[src/rtl/program_loader.sv]
// Byte-stream program loader: fills instruction memory with a
// length-prefixed halfword image and holds the core in reset until done.
module program_loader #(
  parameter int ADDR_W = 9
) (
  input  logic        clk_i,
  input  logic        reset_n_i,
  input  logic        start_i,
  input  logic        byte_valid_i,
  input  logic [7:0]  byte_i,
  output logic        byte_ready_o,
  output logic        program_mem_write_en_o,
  output logic [15:0] instruction_o,
  output logic [31:0] instruction_addr_o,
  output logic        cpu_reset_o,
  output logic        load_done_o,
  output logic        error_o
);

  typedef enum logic [2:0] {
    IDLE,
    LEN_LO,
    LEN_HI,
    DATA_LO,
    DATA_HI,
    WRITE,
    DONE,
    ERROR
  } state_t;

  localparam logic [16:0] LEN_MAX = 17'(1) << ADDR_W;

  state_t            state_q;
  state_t            state_d;
  logic [7:0]        len_lo_q;
  logic [7:0]        data_lo_q;
  logic [7:0]        data_hi_q;
  logic [ADDR_W-1:0] addr_q;
  logic [ADDR_W:0]   rem_q;
  logic              ready_q;
  logic              we_q;
  logic              cpu_rst_q;
  logic              done_q;
  logic              err_q;
  logic              xfer;
  logic [15:0]       len_n;
  logic              len_bad;

  assign xfer    = byte_valid_i & ready_q;
  assign len_n   = {byte_i, len_lo_q};
  assign len_bad = (len_n == 16'd0) || ({1'b0, len_n} > LEN_MAX);

  always_comb begin
    state_d = state_q;
    unique case (state_q)
      IDLE, DONE, ERROR: if (start_i) state_d = LEN_LO;
      LEN_LO:  if (xfer) state_d = LEN_HI;
      LEN_HI:  if (xfer) state_d = len_bad ? ERROR : DATA_LO;
      DATA_LO: if (xfer) state_d = DATA_HI;
      DATA_HI: if (xfer) state_d = WRITE;
      WRITE:   state_d = (rem_q == (ADDR_W+1)'(1)) ? DONE : DATA_LO;
      default: state_d = IDLE;
    endcase
  end

  always_ff @(posedge clk_i or negedge reset_n_i) begin
    if (!reset_n_i) begin
      state_q   <= IDLE;
      len_lo_q  <= '0;
      data_lo_q <= '0;
      data_hi_q <= '0;
      addr_q    <= '0;
      rem_q     <= '0;
      ready_q   <= 1'b0;
      we_q      <= 1'b0;
      cpu_rst_q <= 1'b1;
      done_q    <= 1'b0;
      err_q     <= 1'b0;
    end else begin
      state_q   <= state_d;
      ready_q   <= (state_d == LEN_LO) || (state_d == LEN_HI) ||
                   (state_d == DATA_LO) || (state_d == DATA_HI);
      we_q      <= (state_d == WRITE);
      cpu_rst_q <= (state_d != DONE);
      done_q    <= (state_d == DONE);
      err_q     <= (state_d == ERROR);
      unique case (state_q)
        IDLE, DONE, ERROR: if (start_i) addr_q <= '0;
        LEN_LO:  if (xfer) len_lo_q <= byte_i;
        LEN_HI:  if (xfer) rem_q <= len_n[ADDR_W:0];
        DATA_LO: if (xfer) data_lo_q <= byte_i;
        DATA_HI: if (xfer) data_hi_q <= byte_i;
        WRITE: begin
          rem_q <= rem_q - 1'b1;
          // hold the final address so it never wraps past the top
          if (rem_q != (ADDR_W+1)'(1)) addr_q <= addr_q + 1'b1;
        end
        default: ;
      endcase
    end
  end

  assign byte_ready_o           = ready_q;
  assign program_mem_write_en_o = we_q;
  assign instruction_o          = {data_hi_q, data_lo_q};
  assign instruction_addr_o     = {{(32-ADDR_W){1'b0}}, addr_q};
  assign cpu_reset_o            = cpu_rst_q;
  assign load_done_o            = done_q;
  assign error_o                = err_q;

endmodule

[config.mk]
export PLATFORM = sky130hd
export DESIGN_NAME = program_loader
export DESIGN_NICKNAME = d
export VERILOG_FILES = /design/src/rtl/program_loader.sv
export SDC_FILE = /design/constraint.sdc
export NUM_CORES = 1
export LEC_CHECK = 0
export BUFFER_PORTS_ARGS = -buffer_cell sky130_fd_sc_hd__buf_2
export CAP_MARGIN = 20
export CORE_AREA = 2 2 105 107
export CTS_CLUSTER_DIAMETER = 150
export DETAILED_ROUTE_END_ITERATION = 16
export DIE_AREA = 0 0 107 109
export PLACE_DENSITY = 0.47
export SYNTH_ARGS = -nofsm -noshare
export SYNTH_HDL_FRONTEND = slang
export SYNTH_SLANG_ARGS = --single-unit
export TNS_END_PERCENT = 50
[constraint.sdc]
create_clock -name clk_i -period 2.2 [get_ports clk_i]
set_input_delay 0.44 -clock clk_i [delete_from_list [all_inputs] [get_ports clk_i]]
set_output_delay 0.44 -clock clk_i [all_outputs]
set_load 0.05 [all_outputs]
# Word-level counts from Yosys, hierarchy flattened
# Index checks and enable logic that the tools add are counted.
[word_totals]
register_bits = 51
input_bits = 12
output_inout_bits = 53
elab_cells = 62
[op_classes]
n_addsub = 2
magnitude_cmp = 1
eq_ne = 20
n_mux = 13
bitwise_logic = 1
reduce_logical = 14
[op_table]
columns = ["cell", "n"]
rows = [
  ["3-bit equality test, second input constant", 8],
  ["3-bit 2-to-1 mux", 7],
  ["10-bit case mux with 2 select lines", 1],
  ["9-bit 2-to-1 mux", 2],
  ["3-bit case mux with 6 select lines", 1],
  ["9-bit case mux with 2 select lines", 1],
  ["16-bit by 10-bit greater-than comparator with 1-bit output, second input constant", 1],
  ["16-bit zero test", 1],
  ["3-bit by 2-bit equality test with 1-bit output, second input constant", 4],
  ["10-bit by 1-bit equality test with 1-bit output, second input constant", 1],
  ["10-bit 2-to-1 mux", 1],
  ["10-bit by 1-bit inequality test with 1-bit output, second input constant", 1],
  ["10-bit by 1-bit subtractor with 10-bit output, second input constant", 1],
  ["9-bit by 1-bit adder with 9-bit output, second input constant", 1],
  ["2-bit AND reduction", 4],
  ["3-bit by 1-bit equality test with 1-bit output, second input constant", 2],
  ["2-bit inequality test, second input constant", 3],
  ["1-bit logical OR", 4],
  ["2-bit nonzero test", 2],
  ["3-bit zero test", 1],
  ["3-bit inequality test, second input constant", 1],
  ["3-bit AND reduction", 1],
  ["3-bit OR reduction", 1],
  ["1-bit bitwise AND", 1],
]

# Longest topological paths before layout
[depth]
word_depth = 9
ltp_mapped = 7
depth_no_buf = 7

# Least setup slack after synthesis
# OpenSTA, ideal clock, no wires.
[synth_path]
path_type = "flip-flop to flip-flop"
start = "register ready_q, in the netlist byte_ready_o"
end = "register rem_q[7]"
setup_ps = 126
t_arrival_ps = 1685
t_required_ps = 2074
path_slack_ps = 389
stages_incl_launch_ff = 7
path_buffers = 1
period_less_slack_ps = 1811
cell_sequence = "dfrtp_1 > nand4b_1 > or2_1 > buf_2 > o21ai_0 > nand2_1 > a221o_1"
[synth_between]
elab_chain_cells = 3
[synth_lines]
columns = ["item", "line", "text"]
rows = [
  ["start: declaration", "40", "logic ready_q;"],
  ["start signal: assignment", "81", "ready_q <= (state_d == LEN_LO) || (state_d == LEN_HI) ||"],
  ["1-bit bitwise AND", "49", "assign xfer = byte_valid_i & ready_q;"],
  ["2-bit inequality test (no line)", "n/a", ""],
  ["2-bit AND reduction (no line)", "n/a", ""],
  ["end signal: assignment", "90", "LEN_HI: if (xfer) rem_q <= len_n[ADDR_W:0];"],
  ["end signal: assignment", "94", "rem_q <= rem_q - 1'b1;"],
  ["end: declaration", "39", "logic [ADDR_W:0] rem_q;"],
]
# No other way between the ends.
# A chain may end at the register's enable or synchronous reset.

# Worst setup path after layout
[layout_path]
start = "register rem_q[1]"
end = "register addr_q[7]"
[layout_between]
elab_chain_cells = 3
[layout_lines]
columns = ["item", "line", "text"]
rows = [
  ["10-bit by 1-bit inequality test with 1-bit output", "96", "if (rem_q != (ADDR_W+1)'(1)) addr_q <= addr_q + 1'b1;"],
  ["2-bit inequality test (no line)", "n/a", ""],
  ["3-bit AND reduction (no line)", "n/a", ""],
  ["end signal: assignment", "96", ""],
  ["end: declaration", "38", "logic [ADDR_W-1:0] addr_q;"],
]
# No other way between the ends.

==> results.sh <==
export IMPL_synth_avg_cell_area_um2=10.7
export IMPL_via_count=1895
export IMPL_worstReg2RegEnd="addr_q[7]$_DFFE_PN0P_"
export IMPL_crit_arrival_ns=2.24
export IMPL_ios=65
export IMPL_ys_types=50
export IMPL_synth_area_um2=2580
export IMPL_antenna_cells=0
export IMPL_grt_max_degree=52
export IMPL_ys_ff_latch=51
export IMPL_syn2layout_area_growth_pct=16.3
export IMPL_setup_tns_ns=0
export IMPL_end_kind="register"
export IMPL_r2r_cells=7
export IMPL_core_um2=10600
export IMPL_numCtsBuffers=5
export IMPL_cts_root_buf="clkbuf_8"
export IMPL_cts_resized=0
export IMPL_critical_path_required_ns=2.44
export IMPL_synth_cells=241
export IMPL_htree_num_levels=2
export IMPL_fin_crit_ns=2.01
export IMPL_clockBufferDepth=2
export IMPL_antenna_found_initial=0
export IMPL_ant_nets=0
export IMPL_fp_dieH_um=109
export IMPL_synth_main_ff_cell="dfrtp_1"
export IMPL_wirelength_um=5620
export IMPL_critPathKind="register to register"
export IMPL_drv_cap=0
export IMPL_hold_viol_final=0
export IMPL_die_area_um2=11700
export IMPL_numClockSinks=51
export IMPL_fp_dieW_um=107
export IMPL_cts_tree="yes"
export IMPL_n_fill_cell=1119
export IMPL_setup_viol=0
export IMPL_ir_worst_vdd_v=0.000636
export IMPL_synth_enable_flop_cells=0
export IMPL_fin_skew_ns=0.00796
export IMPL_rrSetupSlack_ns=0.19
export IMPL_clkSlewWorstSetupHoldPaths_ns=0.10
export IMPL_drc=0
export IMPL_worst_path_max_delay_cell="a311oi_4"
export IMPL_synth_seq_area_share=0.495
export IMPL_leakage_nw=1.36
export IMPL_maxSlewHeadroom=0.648
export IMPL_wl_per_cell_um=13.1
export IMPL_rsz0062_at_grt="false"
export IMPL_pwr_density_cell_nw_per_um2=1400
export IMPL_cpPeakStageDelay_ns=0.46
export IMPL_grt_pass1_wl_um=9220
export IMPL_drv_slew=0
export IMPL_fin_util=0.283
export IMPL_p_total_w=0.00420
export IMPL_via_per_inst=4.41
export IMPL_numPortBuffers=41
export IMPL_tightest_slew_ns=0.520
export IMPL_drtPass1Iterations=4
export IMPL_period_share=0.913
export IMPL_cts_hold_buffers=0
export IMPL_place_hpwl_um=4060
export IMPL_crit_chain="inv_1 > ha_1 > nor4b_2 > a31oi_4 > a311oi_4 > o21ai_1 > o21ai_0"
export IMPL_worstHoldPathType="input pin to async pin"
export IMPL_timing_hold_ws_ns=0.0950
export IMPL_ys_warn_count=0
export IMPL_rows=38
export IMPL_crit_fanout=9
export IMPL_grt_pass1_vias=1799
export IMPL_crit_path_start_kind="register"
export IMPL_drive_gt1_frac=0.310
export IMPL_status="complete, no violations"
export IMPL_place_congestion=0.747
export IMPL_start_util=0.243
export IMPL_overflow=0
export IMPL_timing_fmax_mhz=498
export IMPL_rr_startpoint="rem_q[1]$_DFFE_PN0P_"
export IMPL_first_iter_violations=60
export IMPL_post_cts_buffers=0
export IMPL_layoutNonFillerInstCount=430
export IMPL_final_net_count=304
export IMPL_dp_cells=422
export IMPL_insertion_delay_ns=0.32
export IMPL_grt_usage=0.101
export IMPL_synth_async_reset_ratio=1.00
synthesized netlist by cell type, types with 2 or more instances:
| cell type | instances | share of area |
|---|---|---|
| buf_4 | 24 | 0.070 |
| nor2_1 | 16 | 0.023 |
| a211oi_1 | 2 | 0.0058 |
| o21ai_1 | 7 | 0.014 |
| clkbuf_1 | 2 | 0.0029 |
| o211ai_1 | 3 | 0.0087 |
| o21ai_0 | 11 | 0.021 |
| a31oi_1 | 3 | 0.0073 |
| buf_2 | 4 | 0.0078 |
| or4_1 | 2 | 0.0058 |
| nor3_1 | 3 | 0.0058 |
| ha_1 | 3 | 0.015 |
| nand2b_1 | 2 | 0.0049 |
| nand4_1 | 2 | 0.0049 |
| nand2_1 | 25 | 0.036 |
| and3_1 | 5 | 0.012 |
| inv_1 | 6 | 0.0087 |
| mux2_2 | 24 | 0.10 |
| dfrtp_1 | 50 | 0.49 |
| nor4_1 | 3 | 0.0073 |
| a21oi_1 | 5 | 0.0097 |
| nand3_1 | 8 | 0.016 |
| nor2b_1 | 4 | 0.0097 |
cell families after synthesis:
kind of cell / Yosys count / synth area share
and+or+nand+nor: 81 / 0.169
buffers and inverters: 36 / 0.0893
AOI/OAI and AO/OA: 43 / 0.119
other: 1 / 0.00145
muxes: 24 / 0.105
xor gates and xnor gates: 2 / 0.00679
DFF: 51 / 0.495
adders and majority gates: 3 / 0.0146
layout by cell type, fill, tap and decap left out, types with 7 or more instances in the layout:
master   count
nand2_1     25
o21ai_1      7
conb_1      23
buf_2       41
o21ai_0     11
dfrtp_1     50
mux2_2      24
nor2_1      16
nand3_1      8
buf_4        7
power breakdown:
| part | switching [W] | total, W | internal [W] |
|---|---|---|---|
| logic | 0.00133 | 0.00199 | 0.000658 |
| clock network | 0.000344 | 0.000572 | 0.000228 |
| registers | 0.000325 | 0.00164 | 0.00131 |
| total | 0.00200 | 0.00420 | 0.00220 |
per-layer routing:
metal,vias to the layer above,routed length (um),part of all wire,global-route usage
li1,911,-,-,-
met1,920,2590,0.46,0.130
met2,57,2670,0.48,0.167
met3,7,273,0.049,0.0227
met4,0,87,0.015,0.0362
met5,-,0,0,0
registers in the layout, indices dropped and copies added (netlist names):
signal	flops
len_lo_q	8
error_o	1
load_done_o	1
data_lo_q	8
program_mem_write_en_o	1
data_hi_q	8
byte_ready_o	1
rem_q	10
addr_q	9
cpu_reset_o	1
state_q	3
area by class of cell:
type | instances | area (um^2) | share of cell area
Sequential cell | 51 | 1280 | 0.426
Multi-Input combinational cell | 176 | 1150 | 0.385
Timing Repair Buffer | 49 | 278 | 0.0926
Tap cell | 140 | 175 | 0.0584
Clock buffer | 5 | 68.8 | 0.0229
Clock inverter | 3 | 23.8 | 0.00793
Inverter | 6 | 22.5 | 0.00751
metrics by stage:
stage                     instance area [um^2]  setup slack (ns)
after floorplan                           2660             0.389
after global placement                    2910             0.215
after detailed placement                  2910             0.178
after CTS                                 3000             0.135
after global routing                      3000            0.0107
final                                     3000             0.191
worst max-delay path, delay by kind of cell, from the launching register on:
family | cells | cell delay (ns)
adder cells (fa/ha/maj) | 1 | 0.14
flip-flops | 1 | 0.41
AO/OA/AOI/OAI | 4 | 0.91
buffers and inverters | 1 | 0.10
AND/OR/NAND/NOR | 1 | 0.37
worst max path at each step:
stage,slack [ns],cells after the start,to,from
finish,0.19,7,addr_q[7]$_DFFE_PN0P_,rem_q[1]$_DFFE_PN0P_
global route,0.01,7,addr_q[7]$_DFFE_PN0P_,rem_q[1]$_DFFE_PN0P_
CTS,0.14,7,addr_q[7]$_DFFE_PN0P_,rem_q[1]$_DFFE_PN0P_
detailed placement,0.18,7,addr_q[7]$_DFFE_PN0P_,rem_q[1]$_DFFE_PN0P_
global placement,0.21,7,addr_q[4]$_DFFE_PN0P_,rem_q[1]$_DFFE_PN0P_
floorplan,0.39,6,rem_q[7]$_DFFE_PN0P_,byte_ready_o$_DFF_PN0_
No activity file was read; power rests on OpenSTA's default activity.
